[config.mk]
export PLATFORM = sky130hd
export DESIGN_NAME = coax_tx_scheduler
export DESIGN_NICKNAME = d
export VERILOG_FILES = /design/src/rtl/coax_pkg.sv /design/src/rtl/coax_tx_watchdog.sv /design/src/rtl/coax_tx_scheduler.sv
export SDC_FILE = /design/constraint.sdc
export NUM_CORES = 1
export LEC_CHECK = 0
export ABC_AREA = 1
export BUFFER_PORTS_ARGS = -buffer_cell sky130_fd_sc_hd__buf_2
export CAP_MARGIN = 10
export CORE_ASPECT_RATIO = 0.75
export CORE_UTILIZATION = 30
export DETAILED_ROUTE_END_ITERATION = 8
export GPL_TIMING_DRIVEN = 0
export SLEW_MARGIN = 20
export SYNTH_ARGS = -nofsm -noshare
export SYNTH_HDL_FRONTEND = slang
export SYNTH_SLANG_ARGS = --single-unit
[constraint.sdc]
create_clock -name clk -period 1.8 [get_ports clk]
set_input_delay 0.27 -clock clk [delete_from_list [all_inputs] [get_ports clk]]
set_output_delay 0.27 -clock clk [all_outputs]
set_load 0.05 [all_outputs]
[src/rtl/coax_pkg.sv]
// ---------------------------------------------------------------------------
// coax_pkg
// Shared definitions for the coax transmit/receive datapath.
//   COAX_WORD_WIDTH : width of one coax word on the buffer and transmitter.
//   tx_state_e      : transmit scheduler state encoding (3 bits).
// ---------------------------------------------------------------------------
package coax_pkg;

    localparam int COAX_WORD_WIDTH = 10;

    typedef enum logic [2:0] {
        ST_IDLE  = 3'd0,
        ST_FETCH = 3'd1,
        ST_LOAD  = 3'd2,
        ST_SEND  = 3'd3,
        ST_DRAIN = 3'd4
    } tx_state_e;

endpackage : coax_pkg

[src/rtl/coax_tx_watchdog.sv]
// ---------------------------------------------------------------------------
// coax_tx_watchdog
// Stall counter used to bound how long a handshake may wait. Also used by
// the receive side.
//   clk, reset_n : clock, asynchronous active-low reset
//   clear        : restart the count at zero (wins over count_en)
//   count_en     : count one stalled cycle
//   expired      : high in the cycle that is the LIMIT-th counted cycle
// ---------------------------------------------------------------------------
module coax_tx_watchdog #(
    parameter int LIMIT = 4096
) (
    input  logic clk,
    input  logic reset_n,
    input  logic clear,
    input  logic count_en,
    output logic expired
);

    localparam int WIDTH = $clog2(LIMIT + 1);
    localparam logic [WIDTH-1:0] LAST = WIDTH'(LIMIT - 1);

    logic [WIDTH-1:0] count_q;
    logic [WIDTH-1:0] count_d;

    // NOTE: every combinational output gets its default before any branch,
    // so no path can leave it unassigned and infer a latch.
    always_comb begin
        count_d = count_q;
        if (clear) begin
            count_d = '0;
        end else if (count_en && (count_q != LAST)) begin
            count_d = count_q + WIDTH'(1);
        end
    end

    // Expiry is flagged on the stalled cycle that brings the total to LIMIT,
    // so the owner can react at the same edge.
    assign expired = count_en && (count_q == LAST);

    // NOTE: state registers use non-blocking assignments so every flop
    // samples pre-edge values regardless of process evaluation order.
    always_ff @(posedge clk or negedge reset_n) begin
        if (!reset_n) begin
            count_q <= '0;
        end else begin
            count_q <= count_d;
        end
    end

endmodule : coax_tx_watchdog

[src/rtl/coax_tx_scheduler.sv]
// ---------------------------------------------------------------------------
// coax_tx_scheduler
// Moves words from the transmit coax_buffer into coax_tx, one word per
// FETCH/LOAD/SEND pass, marking the last word of each frame and aborting on
// host request or transmitter stall.
//   clk, reset_n       : clock, asynchronous active-low reset
//   start, abort       : host one-cycle pulses
//   buf_read_data      : FIFO word, valid the cycle after buf_read_strobe
//   buf_read_strobe    : FIFO pop, one cycle per word
//   buf_empty          : FIFO empty (sampled in IDLE and LOAD only)
//   buf_almost_full    : FIFO pressure, auto-starts a frame if AUTO_START
//   tx_data/strobe/last: word offered to the transmitter
//   tx_ready           : transmitter accepts a word when high with tx_strobe
//   tx_active          : transmitter still driving the line
//   busy               : scheduler is not in IDLE
//   timeout_error      : sticky stall abort flag, cleared by an accepted start
//   words_sent         : words transferred in the current/last frame
// ---------------------------------------------------------------------------
module coax_tx_scheduler
    import coax_pkg::*;
#(
    parameter bit AUTO_START  = 1'b1,
    parameter int TX_TIMEOUT  = 4096,
    parameter int COUNT_WIDTH = 16
) (
    input  logic                       clk,
    input  logic                       reset_n,
    input  logic                       start,
    input  logic                       abort,
    input  logic [COAX_WORD_WIDTH-1:0] buf_read_data,
    output logic                       buf_read_strobe,
    input  logic                       buf_empty,
    input  logic                       buf_almost_full,
    output logic [COAX_WORD_WIDTH-1:0] tx_data,
    output logic                       tx_strobe,
    output logic                       tx_last,
    input  logic                       tx_ready,
    input  logic                       tx_active,
    output logic                       busy,
    output logic                       timeout_error,
    output logic [COUNT_WIDTH-1:0]     words_sent
);

    tx_state_e                  state_q, state_d;
    logic                       buf_read_strobe_q, buf_read_strobe_d;
    logic [COAX_WORD_WIDTH-1:0] tx_data_q, tx_data_d;
    logic                       tx_strobe_q, tx_strobe_d;
    logic                       tx_last_q, tx_last_d;
    logic                       timeout_error_q, timeout_error_d;
    logic [COUNT_WIDTH-1:0]     words_sent_q, words_sent_d;

    logic wd_clear;
    logic wd_count_en;
    logic wd_expired;

    // The wait counter restarts in LOAD, i.e. on every entry to SEND.
    assign wd_clear    = (state_q == ST_LOAD);
    assign wd_count_en = (state_q == ST_SEND) && tx_strobe_q && !tx_ready;

    coax_tx_watchdog #(
        .LIMIT (TX_TIMEOUT)
    ) u_watchdog (
        .clk      (clk),
        .reset_n  (reset_n),
        .clear    (wd_clear),
        .count_en (wd_count_en),
        .expired  (wd_expired)
    );

    always_comb begin
        state_d           = state_q;
        buf_read_strobe_d = 1'b0;
        tx_data_d         = tx_data_q;
        tx_strobe_d       = tx_strobe_q;
        tx_last_d         = tx_last_q;
        timeout_error_d   = timeout_error_q;
        words_sent_d      = words_sent_q;

        case (state_q)
            ST_IDLE: begin
                // start wins over a simultaneous abort: abort is not looked at here.
                if (!buf_empty && (start || (AUTO_START && buf_almost_full))) begin
                    state_d           = ST_FETCH;
                    buf_read_strobe_d = 1'b1;
                    words_sent_d      = '0;
                    if (start) begin
                        timeout_error_d = 1'b0;
                    end
                end
            end

            ST_FETCH: begin
                // The pop is already on the bus this cycle; an abort loses that word.
                state_d = abort ? ST_DRAIN : ST_LOAD;
            end

            ST_LOAD: begin
                if (abort) begin
                    state_d = ST_DRAIN;
                end else begin
                    tx_data_d   = buf_read_data;
                    // buf_empty already reflects the pop issued in FETCH.
                    tx_last_d   = buf_empty;
                    tx_strobe_d = 1'b1;
                    state_d     = ST_SEND;
                end
            end

            ST_SEND: begin
                if (abort) begin
                    tx_strobe_d = 1'b0;
                    tx_last_d   = 1'b0;
                    state_d     = ST_DRAIN;
                end else if (tx_ready) begin
                    if (words_sent_q != '1) begin
                        words_sent_d = words_sent_q + COUNT_WIDTH'(1);
                    end
                    tx_strobe_d = 1'b0;
                    tx_last_d   = 1'b0;
                    if (tx_last_q) begin
                        state_d = ST_DRAIN;
                    end else begin
                        state_d           = ST_FETCH;
                        buf_read_strobe_d = 1'b1;
                    end
                end else if (wd_expired) begin
                    // The held word is dropped; the buffer keeps the rest.
                    timeout_error_d = 1'b1;
                    tx_strobe_d     = 1'b0;
                    tx_last_d       = 1'b0;
                    state_d         = ST_DRAIN;
                end
            end

            ST_DRAIN: begin
                if (!tx_active) begin
                    state_d = ST_IDLE;
                end
            end

            default: begin
                state_d     = ST_IDLE;
                tx_strobe_d = 1'b0;
                tx_last_d   = 1'b0;
            end
        endcase
    end

    always_ff @(posedge clk or negedge reset_n) begin
        if (!reset_n) begin
            state_q           <= ST_IDLE;
            buf_read_strobe_q <= 1'b0;
            tx_data_q         <= '0;
            tx_strobe_q       <= 1'b0;
            tx_last_q         <= 1'b0;
            timeout_error_q   <= 1'b0;
            words_sent_q      <= '0;
        end else begin
            state_q           <= state_d;
            buf_read_strobe_q <= buf_read_strobe_d;
            tx_data_q         <= tx_data_d;
            tx_strobe_q       <= tx_strobe_d;
            tx_last_q         <= tx_last_d;
            timeout_error_q   <= timeout_error_d;
            words_sent_q      <= words_sent_d;
        end
    end

    assign buf_read_strobe = buf_read_strobe_q;
    assign tx_data         = tx_data_q;
    assign tx_strobe       = tx_strobe_q;
    assign tx_last         = tx_last_q;
    assign timeout_error   = timeout_error_q;
    assign words_sent      = words_sent_q;
    assign busy            = (state_q != ST_IDLE);

endmodule : coax_tx_scheduler

==> results of run 1 <==
[per-layer routing]
metal / part of all wire [%] / routed length (µm) / GRT usage (%) / vias to the layer above
met1: 50 / 3597 / 23.97 / 1224
met3: 5.5 / 398 / 1.877 / 2
li1: - / - / - / 1317
met5: 0 / 0 / 0 / -
met2: 44 / 3160 / 24.45 / 76
met4: 0.47 / 34 / 4.364 / 0
[what timing repair did]
item,in CTS,in global routing
gates cloned,0,1
buffers inserted,0,3
pin swaps,1,3
gates resized for setup,3,6
endpoints found under the setup margin,7,29
[area by class of cell]
class	count	area share [%]
timing repair buffer	51	7.958
tap	108	4.054
inverter	32	3.604
sequential	46	34.61
clock inverter	3	1.351
clock buffer	5	3.754
multi-input combinational	285	42.64
buffer	8	2.027
[cells by family after synthesis]
group                      after synthesis  synth area share, %
AOI/OAI and AO/OA                       38                9.509
xor gates and xnor gates                 6                1.929
adders and majority gates                2               0.9185
buffers and inverters                   40                6.889
DFF                                     46                42.26
and+or+nand+nor                        238                38.49
[cell usage in the layout, fill, tap and decap left out, drive strengths merged]
cell type / netlist / routed
nor4: 1 / 1
o211ai: 1 / 1
inv: 31 / 31
clkinvlp: 0 / 2
nor3: 2 / 2
a21o: 1 / 1
xor2: 5 / 5
nand3: 34 / 34
clkbuf: 1 / 6
nand3b: 1 / 1
xnor2: 1 / 1
nand4: 14 / 14
o21bai: 3 / 3
nor2: 40 / 41
ha: 2 / 2
clkinv: 1 / 1
buf: 7 / 58
o21ai: 28 / 28
dfrtp: 46 / 46
or2: 2 / 2
nand2: 144 / 144
a21oi: 5 / 5
bufinv: 0 / 1
[final timing paths]
| kind | from | to | slack [ns] | cells past startpoint |
|---|---|---|---|---|
| max in group asynchronous | reset_n | words_sent[0]$_DFFE_PN0P_ | 1.37 | 1 |
| setup / recovery | u_watchdog.count_q[0]$_DFFE_PN0P_ | tx_strobe$_DFFE_PN0P_ | 0.13 | 10 |
| min in group clk | buf_read_data[8] | tx_data[8]$_DFFE_PN0P_ | 0.18 | 3 |
| hold / removal | reset_n | words_sent[9]$_DFFE_PN0P_ | -0.002 | 1 |
| setup reg to reg | u_watchdog.count_q[0]$_DFFE_PN0P_ | tx_strobe$_DFFE_PN0P_ | 0.13 | 10 |
| hold reg to reg | timeout_error$_DFFE_PN0P_ | timeout_error$_DFFE_PN0P_ | 0.47 | 2 |
[stage by stage]
step | total power (W) | area [µm²] | instances
finish | 0.004248 | 3333 | 538
global route | 0.004491 | 3333 | 538
CTS | 0.004257 | 3282 | 534
detailed placement | 0.003172 | 3102 | 526
global placement | 0.003142 | 3102 | 526
floorplan | 0.002695 | 2726 | 370
[sequential cells by signal, summed over array words and instances, names as in the netlist]
signal and count:
words_sent 16, tx_data 10, tx_last 1, state_q 3, timeout_error 1, u_watchdog.count_q 13, buf_read_strobe 1, tx_strobe 1
[Yosys cell counts, drive strengths merged (3+ instances only)]
library cell / count / area share [%]
xor2: 5 / 1.6
o21bai: 3 / 0.83
nor2: 40 / 6.9
nand3: 34 / 6.7
nand4: 14 / 3.2
buf: 7 / 2.3
inv: 31 / 4.3
nand2: 144 / 20
dfrtp: 46 / 42
o21ai: 28 / 7.2
a21oi: 5 / 0.92
[power by group]
part	leakage, nW	internal, W	switching [W]	total (W)
registers	0.619	0.00122	0.000144	0.00136
clock network	0.0760	0.000655	0.000414	0.00107
logic	0.933	0.000465	0.00135	0.00181
[critical path, delay by kind of cell (launching register included)]
kind | cells | cell delay (ns)
adders and majority gates | 1 | 0.24
buffers and inverters | 1 | 0.09
and+or+nand+nor | 8 | 0.82
DFF | 1 | 0.40
==> flow_summary.json, run 1 <==
{
  "status": "finished with violations",
  "violations": "hold timing",
  "track_usage_pct": 16.05,
  "grt_max_degree": 47,
  "post-route-min-period_ns": 1.666,
  "antenna_left": 0,
  "cts_tree": "built",
  "crit_path_max_fanout": 4,
  "max-slew-margin-rel_pct": 59.67,
  "wire_per_inst_um": 13.36,
  "coreArea_um2": 8636,
  "clk_path_buf_depth": 2,
  "place_congestion": 0.8756,
  "min_path_type": "primary input to async pin",
  "worstPathRequired_ns": 1.98,
  "dr.pass1.iters": 4,
  "finalHoldViolCount": 5,
  "die_x_um": 112.0,
  "cpPeakStageDelay_ns": 0.40,
  "timing.final.crit_share_pct": 92.58,
  "finalSetupViolCount": 0,
  "insertedDiodeCount": 0,
  "synth_async_sr_flop_share_pct": 100.0,
  "htree_levels": 2,
  "fin_util_pct": 38.60,
  "numCtsBuffers": 5,
  "ys_seq_area_share_pct": 42.26,
  "dp_hpwl_um": 5116,
  "syn-cell-area_um2": 2724,
  "initial_core_util_pct": 31.54,
  "grt_pass1_vias": 2472,
  "nets": 449,
  "io_pins": 49,
  "die-area_um2": 9468,
  "vias": 2619,
  "avgSynthCellArea_um2": 7.362,
  "peakVddDrop_uv": 652.3,
  "synth_cell_type_count": 32,
  "io_buffers": 48,
  "end_kind": "flip-flop",
  "power_density_nw_per_um2": 1274,
  "ys.flop_type": "dfrtp_1",
  "timing.final.ws_setup_ns": 0.1336,
  "register_area_um2": 1154,
  "drtIter0Drc": 227,
  "cts_root_buffer": "clkbuf_16",
  "critical_path.cell_chain": "ha_2, nand3_2, inv_1, nand2_1, nor2_4, nand2_2, nand2_2, nand2_1, nand2_1, nand2_1",
  "synthesis.nets": 390,
  "dieHeight_um": 84.52,
  "fill_cells": 903,
  "cts_hold_buffers": 0,
  "hold_ws_ns": -0.002273,
  "p_leak_nw": 1.628,
  "multi_input_area_um2": 1421,
  "max-cap-violations": 0,
  "synthCells": 370,
  "viasPerCell": 4.868,
  "crit_slowest_cell": "dfrtp_1",
  "setup.worst_path.start_class": "flip-flop",
  "finalSetupTns_ns": 0,
  "critPathArrivalTime_ns": 1.84,
  "finalWirelength_um": 7190,
  "rows": 29,
  "antenna_found_initial": 0,
  "path_clk_slew_ns": 0.07,
  "yosys_register_bits": 46,
  "clock_latency_ns": 0.29,
  "drive_above_1_share_pct": 24.19,
  "timing.critical_path.mode_cell": "nand2_1",
  "grt_pass1_wl_um": 12230,
  "worst_pin_slew_ns": 0.6049,
  "synth_edf_count": 0,
  "pre_cts_ws_ns": -0.01812,
  "worstSetupPathType": "flip-flop to flip-flop",
  "syn2layout_area_growth_pct": 22.37,
  "overflow": 0,
  "clkSinkCount": 46,
  "clock_skew_ns": 0.005770,
  "slew_viol_final": 0,
  "fmax_ghz": 0.6001,
  "drc": 0,
  "synth_warnings": 0
}
No activity file was read; power rests on OpenSTA's default activity.
==> run 2, diff against run 1 <==
--- a/config.mk
+++ b/config.mk
@@ -12,6 +12,7 @@
 export CORE_UTILIZATION = 30
 export DETAILED_ROUTE_END_ITERATION = 8
 export GPL_TIMING_DRIVEN = 0
+export MAX_ROUTING_LAYER = met4
 export SLEW_MARGIN = 20
 export SYNTH_ARGS = -nofsm -noshare
 export SYNTH_HDL_FRONTEND = slang
==> run 2 against run 1 <==
Effect of this change:
- the flow still finishes with violations (hold timing)
- largest power group unchanged
- clock skew decreased by 0.0010 ns
- cell count increased by 0.19%
- combinational power about the same
- worst hold slack got worse by 0.010 ns
- sequential share of layout area decreased by 0.30 points
- worst setup slack improved by 0.0041 ns
==> flow_summary.json, run 2 (synthesized netlist as in run 1, its figures left out) <==
{
  "status": "finished with violations",
  "violations": "hold timing",
  "grt_max_degree": 47,
  "max-cap-violations": 0,
  "worst_pin_slew_ns": 0.5994,
  "fill_cells": 875,
  "overflow": 0,
  "dp_hpwl_um": 5121,
  "vias": 2587,
  "min_path_type": "primary input to async pin",
  "pre_cts_ws_ns": -0.03782,
  "worstPathRequired_ns": 2.02,
  "timing.final.ws_setup_ns": 0.1377,
  "finalHoldViolCount": 27,
  "largest_register_ffs": 16,
  "post-route-min-period_ns": 1.662,
  "layout_commonest_cell": "nand2_1",
  "grt_pass1_wl_um": 11680,
  "fmax_ghz": 0.6016,
  "dr.pass1.iters": 5,
  "syn2layout_area_growth_pct": 23.43,
  "cts_tree": "built",
  "cpPeakStageDelay_ns": 0.40,
  "track_usage_pct": 15.97,
  "worstSetupPathType": "flip-flop to flip-flop",
  "rows": 29,
  "clock_latency_ns": 0.29,
  "antenna_left": 0,
  "drc": 0,
  "clkSinkCount": 46,
  "cts_hold_buffers": 0,
  "finalSetupViolCount": 0,
  "max-slew-margin-rel_pct": 60.04,
  "most-common-layout-cells": "138 x nand2_1, 50 x buf_2, 44 x dfrtp_1, 34 x nor2_1, 32 x nand3_1",
  "htree_levels": 2,
  "clock_skew_ns": 0.004745,
  "setup.worst_path.start_class": "flip-flop",
  "coreArea_um2": 8636,
  "die-area_um2": 9468,
  "fin_cells": 539,
  "critical_path.cell_chain": "ha_2, nand2_1, nor2_4, nand2_1, nor2_1, nand2_2, nand2_4, buf_6, nand2_1, o21ai_2",
  "drive_above_1_share_pct": 24.13,
  "finalWirelength_um": 7114,
  "grt_pass1_vias": 2511,
  "place_congestion": 0.8999,
  "peakVddDrop_uv": 733.6,
  "timing.final.crit_share_pct": 92.35,
  "viasPerCell": 4.800,
  "clk_path_buf_depth": 2,
  "drtIter0Drc": 256,
  "critPathArrivalTime_ns": 1.88,
  "wire_per_inst_um": 13.20,
  "initial_core_util_pct": 31.54,
  "grt_setup_unrepaired": "false",
  "timing.critical_path.mode_cell": "nand2_1",
  "slew_viol_final": 0,
  "crit_path_max_fanout": 10,
  "power_density_nw_per_um2": 1305,
  "hold_ws_ns": -0.01276,
  "insertedDiodeCount": 0,
  "nets": 450,
  "dp_cells": 526,
  "end_kind": "flip-flop",
  "p_leak_nw": 1.652,
  "io_buffers": 48,
  "antenna_found_initial": 0,
  "crit_slowest_cell": "dfrtp_2",
  "cts_root_buffer": "clkbuf_16",
  "die_x_um": 112.0,
  "path_clk_slew_ns": 0.06,
  "numCtsBuffers": 5,
  "io_pins": 49,
  "dieHeight_um": 84.52
}
==> run 2: changes by cell type in the layout (fill, tap and decap cells not counted), sizes merged <==
cell	before	now
buf	58	59
clkinvlp	2	0
bufinv	1	2
clkinv	1	2
==> run 2: worst max-delay path, delay by kind of cell (launching register included) <==
kind	cells	cell delay [ns]
DFF	1	0.40
and+or+nand+nor	7	0.75
AOI/OAI and AO/OA	1	0.06
adders and majority gates	1	0.22
buffers and inverters	1	0.15
==> run 2: path summary, 6_finish.rpt <==
kind,startpoint,endpoint,slack (ns),cells past startpoint
max,words_sent[1]$_DFFE_PN0P_,words_sent[10]$_DFFE_PN0P_,0.14,10
min,reset_n,words_sent[9]$_DFFE_PN0P_,-0.01,1
max reg2reg,words_sent[1]$_DFFE_PN0P_,words_sent[10]$_DFFE_PN0P_,0.14,10
min reg2reg,timeout_error$_DFFE_PN0P_,timeout_error$_DFFE_PN0P_,0.48,2
max in group asynchronous,reset_n,words_sent[0]$_DFFE_PN0P_,1.39,1
min in group clk,buf_read_data[1],tx_data[1]$_DFFE_PN0P_,0.18,3
==> run 2: stage by stage <==
| step | hold slack [ns] | setup TNS (ns) | area (µm²) | util (%) | total power (W) |
|---|---|---|---|---|---|
| final | -0.01276 | 0 | 3362 | 38.93 | 0.004387 |
| after global routing | 0.03300 | 0 | 3362 | 38.93 | 0.004625 |
| after CTS | 0.1741 | 0 | 3313 | 38.37 | 0.004395 |
| after detailed placement | 0.4587 | -0.07630 | 3102 | 35.92 | 0.003163 |
| after global placement | 0.4528 | -0.04612 | 3102 | 35.92 | 0.003141 |
| after floorplan | -0.02559 | 0 | 2726 | - | 0.002695 |
==> run 2: metal layers <==
layer	track usage [%]	wire length, µm	vias to the layer above
li1	-	-	1316
met1	22.31	3717	1183
met2	23.26	3010	80
met3	2.455	313	8
met4	5.939	74	0
met5	-	0	-
==> run 2: area by class of cell <==
type	count	area [µm²]	share of cell area, %
Timing Repair Buffer	52	272.8	8.113
Inverter	32	120.1	3.573
Clock inverter	3	68.82	2.047
Clock buffer	5	125.1	3.722
Sequential cell	46	1154	34.31
Multi-Input combinational cell	285	1419	42.20
Tap cell	108	135.1	4.019
Buffer	8	67.56	2.010
==> run 2: timing repair <==
item	4_1_cts	5_1_grt
pin swaps	1	3
setup buffers	2	2
gates cloned	0	1
setup endpoints to repair	6	34
endpoints found under the hold margin	0	0
gates resized for setup	1	7
==> run 2: report_power, final <==
group          leakage (nW)  switching [W]  internal, W  total [W]
sequential            0.619       0.000127      0.00122    0.00135
clock                0.0940       0.000408     0.000798    0.00121
combinational         0.938        0.00137     0.000469    0.00183
